### config.mk
export PLATFORM = sky130hd
export DESIGN_NAME = vx_perf_snapshot_ctrl_flat
export DESIGN_NICKNAME = d
export VERILOG_FILES = /design/src/rtl/vx_perf_snapshot_ctrl_if.sv /design/src/rtl/vx_perf_snapshot_ctrl.sv /design/src/flat_wrapper.sv
export SDC_FILE = /design/constraint.sdc
export NUM_CORES = 1
export LEC_CHECK = 0
export CORE_MARGIN = 3
export CORE_UTILIZATION = 25
export DETAILED_ROUTE_END_ITERATION = 16
export GPL_TIMING_DRIVEN = 0
export RECOVER_POWER = 25
export SLEW_MARGIN = 20
export SYNTH_ARGS = -nofsm -noshare
export SYNTH_HDL_FRONTEND = slang
export SYNTH_SLANG_ARGS = --single-unit
export TNS_END_PERCENT = 1
### constraint.sdc
create_clock -name clk -period 7.38 [get_ports clk]
set_input_delay 1.476 -clock clk [delete_from_list [all_inputs] [get_ports clk]]
set_output_delay 1.476 -clock clk [all_outputs]
set_load 0.005 [all_outputs]
### src/rtl/vx_perf_snapshot_ctrl_if.sv
// vx_perf_snapshot_ctrl_if
//   Counter readout beat stream: one counter per beat, valid/ready handshake.
//   master (controller): out_valid, out_idx, out_data, out_last ; in out_ready
//   slave  (readout)   : the reverse
interface vx_perf_snapshot_ctrl_if #(
  parameter int CTR_W = 44,
  parameter int IDX_W = 3
);
  logic             out_valid;
  logic             out_ready;
  logic [IDX_W-1:0] out_idx;
  logic [CTR_W-1:0] out_data;
  logic             out_last;

  modport master (output out_valid, out_idx, out_data, out_last, input out_ready);
  modport slave  (input out_valid, out_idx, out_data, out_last, output out_ready);
endinterface

### src/rtl/vx_perf_snapshot_ctrl.sv
// vx_perf_snapshot_ctrl
//   Captures all NUM_CTRS perf counters on the same clock edge, either on a
//   periodic timer expiry or a manual trigger, then streams them out one
//   counter per beat.
//   Ports:
//     clk, reset_n         clock, async active-low reset
//     cfg_en, cfg_period   periodic sampling enable / period (0 = timer off)
//     trig                 manual one-cycle sample request
//     ctr_in               flattened counters, ctr i at [i*CTR_W +: CTR_W]
//     ob                   beat stream (vx_perf_snapshot_ctrl_if.master)
//     busy                 sample in progress
//     sample_seq           captures taken (wraps)
//     dropped_cnt          requests lost while busy (saturates)
//   Build option: PERF_SNAPSHOT_DELTA_EN -- stream per-sample deltas
//   (ctr - previous capture, mod 2^CTR_W) instead of absolute values.

// Per-counter capture register.
module vx_perf_snapshot_lane #(
  parameter int CTR_W = 44
) (
  input  logic             clk,
  input  logic             reset_n,
  input  logic             cap,
  input  logic [CTR_W-1:0] ctr,
  output logic [CTR_W-1:0] snap
);
`ifdef PERF_SNAPSHOT_DELTA_EN
  logic [CTR_W-1:0] prev;
  always_ff @(posedge clk or negedge reset_n) begin
    if (!reset_n) begin
      snap <= '0;
      prev <= '0;
    end else if (cap) begin
      snap <= ctr - prev;  // modular subtract handles counter wrap
      prev <= ctr;
    end
  end
`else
  always_ff @(posedge clk or negedge reset_n) begin
    if (!reset_n)  snap <= '0;
    else if (cap)  snap <= ctr;
  end
`endif
endmodule

module vx_perf_snapshot_ctrl #(
  parameter int NUM_CTRS = 8,
  parameter int CTR_W    = 44,
  parameter int PERIOD_W = 32
) (
  input  logic                      clk,
  input  logic                      reset_n,
  input  logic                      cfg_en,
  input  logic [PERIOD_W-1:0]       cfg_period,
  input  logic                      trig,
  input  logic [NUM_CTRS*CTR_W-1:0] ctr_in,
  vx_perf_snapshot_ctrl_if.master   ob,
  output logic                      busy,
  output logic [15:0]               sample_seq,
  output logic [15:0]               dropped_cnt
);
  localparam int IDX_W = $clog2(NUM_CTRS);
  localparam logic [IDX_W-1:0] LAST_IDX = IDX_W'(NUM_CTRS - 1);

  typedef enum logic [1:0] {IDLE, CAPTURE, STREAM} state_t;

  state_t                           state;
  logic [PERIOD_W-1:0]              timer;
  logic                             expiry, req;
  logic [NUM_CTRS-1:0][CTR_W-1:0]   snap;
  logic [IDX_W-1:0]                 idx;
  logic                             valid_q, last_q;

  // >= rather than == so a period shrunk below the running count still fires.
  assign expiry = cfg_en && (cfg_period != '0) && (timer >= cfg_period - PERIOD_W'(1));
  assign req    = trig | expiry;

  always_ff @(posedge clk or negedge reset_n) begin
    if (!reset_n)                           timer <= '0;
    else if (!cfg_en || cfg_period == '0)   timer <= '0;
    else if (expiry)                        timer <= '0;
    else                                    timer <= timer + PERIOD_W'(1);
  end

  for (genvar g = 0; g < NUM_CTRS; g++) begin : g_lane
    vx_perf_snapshot_lane #(.CTR_W(CTR_W)) u_lane (
      .clk     (clk),
      .reset_n (reset_n),
      .cap     (state == CAPTURE),
      .ctr     (ctr_in[g*CTR_W +: CTR_W]),
      .snap    (snap[g])
    );
  end

  always_ff @(posedge clk or negedge reset_n) begin
    if (!reset_n) begin
      state       <= IDLE;
      busy        <= 1'b0;
      idx         <= '0;
      valid_q     <= 1'b0;
      last_q      <= 1'b0;
      sample_seq  <= '0;
      dropped_cnt <= '0;
    end else begin
      // Anything arriving outside IDLE is lost, including the final-beat cycle.
      if (req && state != IDLE && dropped_cnt != 16'hFFFF)
        dropped_cnt <= dropped_cnt + 16'd1;
      case (state)
        IDLE: if (req) begin
          state <= CAPTURE;
          busy  <= 1'b1;
        end
        CAPTURE: begin
          state      <= STREAM;
          sample_seq <= sample_seq + 16'd1;
          idx        <= '0;
          valid_q    <= 1'b1;
          last_q     <= 1'b0;
        end
        STREAM: if (ob.out_ready) begin
          if (idx == LAST_IDX) begin
            state   <= IDLE;
            busy    <= 1'b0;
            idx     <= '0;
            valid_q <= 1'b0;
            last_q  <= 1'b0;
          end else begin
            idx    <= idx + IDX_W'(1);
            last_q <= (idx + IDX_W'(1)) == LAST_IDX;
          end
        end
        default: state <= IDLE;
      endcase
    end
  end

  assign ob.out_valid = valid_q;
  assign ob.out_idx   = idx;
  assign ob.out_last  = last_q;
  assign ob.out_data  = valid_q ? snap[idx] : '0;
endmodule

### src/flat_wrapper.sv
// flat-port wrapper written by rule: the top's interface ports become plain ports
module vx_perf_snapshot_ctrl_flat 
#(
  parameter int NUM_CTRS = 8,
  parameter int CTR_W    = 44,
  parameter int PERIOD_W = 32
)
  (clk, reset_n, cfg_en, cfg_period, trig, ctr_in, busy, sample_seq, dropped_cnt, ob_out_valid, ob_out_idx, ob_out_data, ob_out_last, ob_out_ready);
  vx_perf_snapshot_ctrl_if #(.CTR_W(CTR_W), .IDX_W(3)) ob_i ();
  input  logic clk;
  input  logic reset_n;
  input  logic cfg_en;
  input  logic [PERIOD_W-1:0] cfg_period;
  input  logic trig;
  input  logic [NUM_CTRS*CTR_W-1:0] ctr_in;
  output logic busy;
  output logic [15:0] sample_seq;
  output logic [15:0] dropped_cnt;
  output wire logic [$bits(ob_i.out_valid)-1:0] ob_out_valid;
  output wire logic [$bits(ob_i.out_idx)-1:0] ob_out_idx;
  output wire logic [$bits(ob_i.out_data)-1:0] ob_out_data;
  output wire logic [$bits(ob_i.out_last)-1:0] ob_out_last;
  input wire logic [$bits(ob_i.out_ready)-1:0] ob_out_ready;
  assign ob_out_valid = ob_i.out_valid;
  assign ob_out_idx = ob_i.out_idx;
  assign ob_out_data = ob_i.out_data;
  assign ob_out_last = ob_i.out_last;
  assign ob_i.out_ready = ob_out_ready;
  vx_perf_snapshot_ctrl #(.NUM_CTRS(NUM_CTRS), .CTR_W(CTR_W), .PERIOD_W(PERIOD_W)) u_core (.clk(clk), .reset_n(reset_n), .cfg_en(cfg_en), .cfg_period(cfg_period), .trig(trig), .ctr_in(ctr_in), .ob(ob_i), .busy(busy), .sample_seq(sample_seq), .dropped_cnt(dropped_cnt));
endmodule
==> impl_metrics.ini <==
[run_status]
outcome = finished, violations left
violations = max-capacitance violations, max-slew violations

[global_routing]
met1_usage_pct = 20.2
grtUsageMet2_pct = 26.7
grt_overflow = 0
use_met3_pct = 3.34
gr-usage-all-layers_pct = 16.1
top_usage_layer = met2
grt_max_degree = 96
grt_pass1_vias = 15700
antenna_found_initial = 28
grt_pass1_wl_um = 102000

[timing]
setup_viol = 0
fin_crit_sh_pct = 76.7
whs_ns = 0.480
final-hold-violation-count = 0
rsz0062_at_grt = false
fin_setup_tns_ns = 0
tightest_slew_ns = 3.38
clock_skew_ns = 0.0183
drv_slew = 149
timing.fmax_ghz = 0.177
slew-limit-headroom_pct = -126
min_period_ns = 5.66

[pwr]
p_per_area_nw_per_um2 = 387
irDropWorstVdd_v = 0.000180
p_total_mw = 10.9
p_leak_nw = 11.1

[yosys]
synth_cells = 1431
syn_area_sq_um = 20200
seq_area_frac_synth_pct = 52.6
synth_nets = 1859
ys.warnings.count = 0
avgSynthCellArea_sq_um = 14.1
synth-edff-count = 0
ys_types = 46
ys_ff_latch = 424
synthFlopType = dfrtp_1
synthArstFlopShare_pct = 100

[cells_and_area]
drive_gt1_share_pct = 27.6
stdcell_area_sq_um = 28100
final_net_count = 2389
fill_cells = 7749
area_growth_pct = 39.5
fin_cells = 3076

[floorplanning]
die_x_um = 290
initial_core_util_pct = 25.4
dieArea_sq_um = 84100
coreArea_sq_um = 79400
rows = 103
die_height_um = 290
io_pins = 471

[place]
io_buffers = 470
place_area_sq_um = 26300
dp.cells = 2957
routabilityCongestion = 0.851
dpl.hpwl_um = 52400

[detailed_routing]
antenna_left = 0
routedWlPerCell_um = 22.5
route.detailed.drc = 0
drtIter0Drc = 614
firstDrtPassIters = 4
drt_wl_total_um = 69300
vias_per_cell = 4.59
vias = 14100

[clock_tree]
numCtsBuffers = 51
cts_tree = built
post_cts_buffers = 0
cts_root_buf = clkbuf_16
clk_pin_slew_ns = 0.06
cts.repair.resized = 0
ctsHoldBuffers = 0
clk_latency_ns = 0.60
htree_levels = 2
clockBufferDepth = 3
cts_sinks = 424

[worst_hold_path]
hp-class = flop to flop

[worst_setup_path]
crit_path_end_kind = async pin
worstPathCellList = clkbuf_1 -> buf_16 -> clkbuf_2
cp.arrival_ns = 5.89
slowest_delay_ns = 2.33
path_class = input port to async pin
cp-start-kind = input port
critical_path_required_ns = 7.60
cp_max_fo = 90
slowest_stage = clkbuf_1

[flow_run]
max_cap_violations = 2
==> cell type report <==
class | count | area, sq um | share of cell area (%)
antenna | 24 | 60.1 | 0.214
buffer | 78 | 314 | 1.12
clock buffer | 67 | 1400 | 4.97
clock inverter | 27 | 335 | 1.19
inverter | 10 | 37.5 | 0.134
multi-input combinational | 919 | 9210 | 32.8
sequential | 424 | 10600 | 37.7
tap | 1050 | 1310 | 4.67
timing repair buffer | 477 | 4840 | 17.2
==> layout by cell type, fill, tap and decap left out, drive strengths merged, types with 13 or more instances in the layout <==
master / synthesis / layout
buf: 14 / 17
clkbuf: 64 / 136
clkdlybuf4s50: 0 / 468
clkinv: 0 / 13
dfrtp: 424 / 424
diode: 0 / 24
ha: 39 / 39
inv: 10 / 16
mux2: 354 / 354
mux2i: 44 / 44
mux4: 88 / 88
nand2: 41 / 41
nand3: 27 / 27
nand4: 19 / 19
nor2: 112 / 112
nor3: 21 / 21
xnor2: 40 / 40
xor2: 50 / 50
==> layer usage <==
metal | wire [um] | vias to the layer above | part of all wire, %
met2 | 34200 | 369 | 49
met1 | 29400 | 7292 | 42
met4 | 2250 | 4 | 3.2
met3 | 3390 | 112 | 4.9
met5 | 27 | - | 0.039
li1 | - | 6330 | -
==> where the power goes <==
group / switching [mW] / internal, mW
sequential: 0.570 / 3.38
combinational: 1.81 / 2.52
clock: 1.05 / 1.55
==> synth_stat cells (all sizes together) (2+ instances only) <==
| master | number | area share, % |
|---|---|---|
| a211oi | 4 | 0.15 |
| a21o | 3 | 0.11 |
| a21oi | 11 | 0.27 |
| a22o | 5 | 0.22 |
| and3 | 10 | 0.31 |
| and4 | 5 | 0.22 |
| buf | 14 | 0.30 |
| clkbuf | 64 | 1.2 |
| dfrtp | 424 | 53 |
| ha | 39 | 2.4 |
| inv | 10 | 0.19 |
| mux2 | 354 | 20 |
| mux2i | 44 | 2.2 |
| mux4 | 88 | 9.8 |
| nand2 | 41 | 0.76 |
| nand2b | 5 | 0.16 |
| nand3 | 27 | 0.67 |
| nand4 | 19 | 0.59 |
| nor2 | 112 | 2.1 |
| nor2b | 3 | 0.093 |
| nor3 | 21 | 0.52 |
| nor4 | 10 | 0.34 |
| o21ai | 11 | 0.33 |
| or4 | 2 | 0.093 |
| xnor2 | 40 | 1.7 |
| xor2 | 50 | 2.2 |
==> flip-flops by register name (all words and copies together), names as in the netlist <==
| name | flops |
|---|---|
| u_core.g_lane.u_lane.snap | 352 |
| u_core.timer | 32 |
| u_core.dropped_cnt | 16 |
| u_core.sample_seq | 16 |
| u_core.ob.out_idx | 3 |
| u_core.state | 2 |
| u_core.busy | 1 |
| u_core.ob.out_last | 1 |
| u_core.ob.out_valid | 1 |
==> final timing paths <==
| path | slack (ns) | endpoint | start | cells past startpoint |
|---|---|---|---|---|
| worst max-delay path | 1.72 | u_core.g_lane[1].u_lane.snap[4] | reset_n | 3 |
| worst min-delay path | 0.48 | u_core.sample_seq[15] | u_core.sample_seq[15] | 1 |
| worst max register to register | 4.16 | u_core.g_lane[5].u_lane.snap[28] | u_core.state[0] | 5 |
| worst min register to register | 0.48 | u_core.sample_seq[15] | u_core.sample_seq[15] | 1 |
| max in group clk | 1.82 | u_core.dropped_cnt[3] | cfg_period[2] | 18 |
| min in group asynchronous | 2.00 | u_core.g_lane[4].u_lane.snap[24] | reset_n | 1 |
==> cells by family after synthesis <==
group / count (synthesis) / synth area share [%]
AOI/OAI and AO/OA: 44 / 1.52
xor gates and xnor gates: 90 / 3.91
adders and majority gates: 39 / 2.42
buffers and inverters: 88 / 1.68
DFF: 424 / 52.6
muxes: 486 / 31.8
and+or+nand+nor: 260 / 6.04
==> worst max-delay path: cells and delay by family <==
family                 cells  cell delay [ns]
buffers and inverters      3             4.26
==> through the flow <==
step | setup slack [ns] | util (%)
6_report | 1.72 | 35.4
5_1_grt | 0.820 | 35.4
4_1_cts | 1.86 | 35.4
3_5_place_dp | 1.25 | 33.2
3_3_place_gp | -13.98 | 33.0
2_1_floorplan | 2.42 | -
No activity file was read; power rests on OpenSTA's default activity.
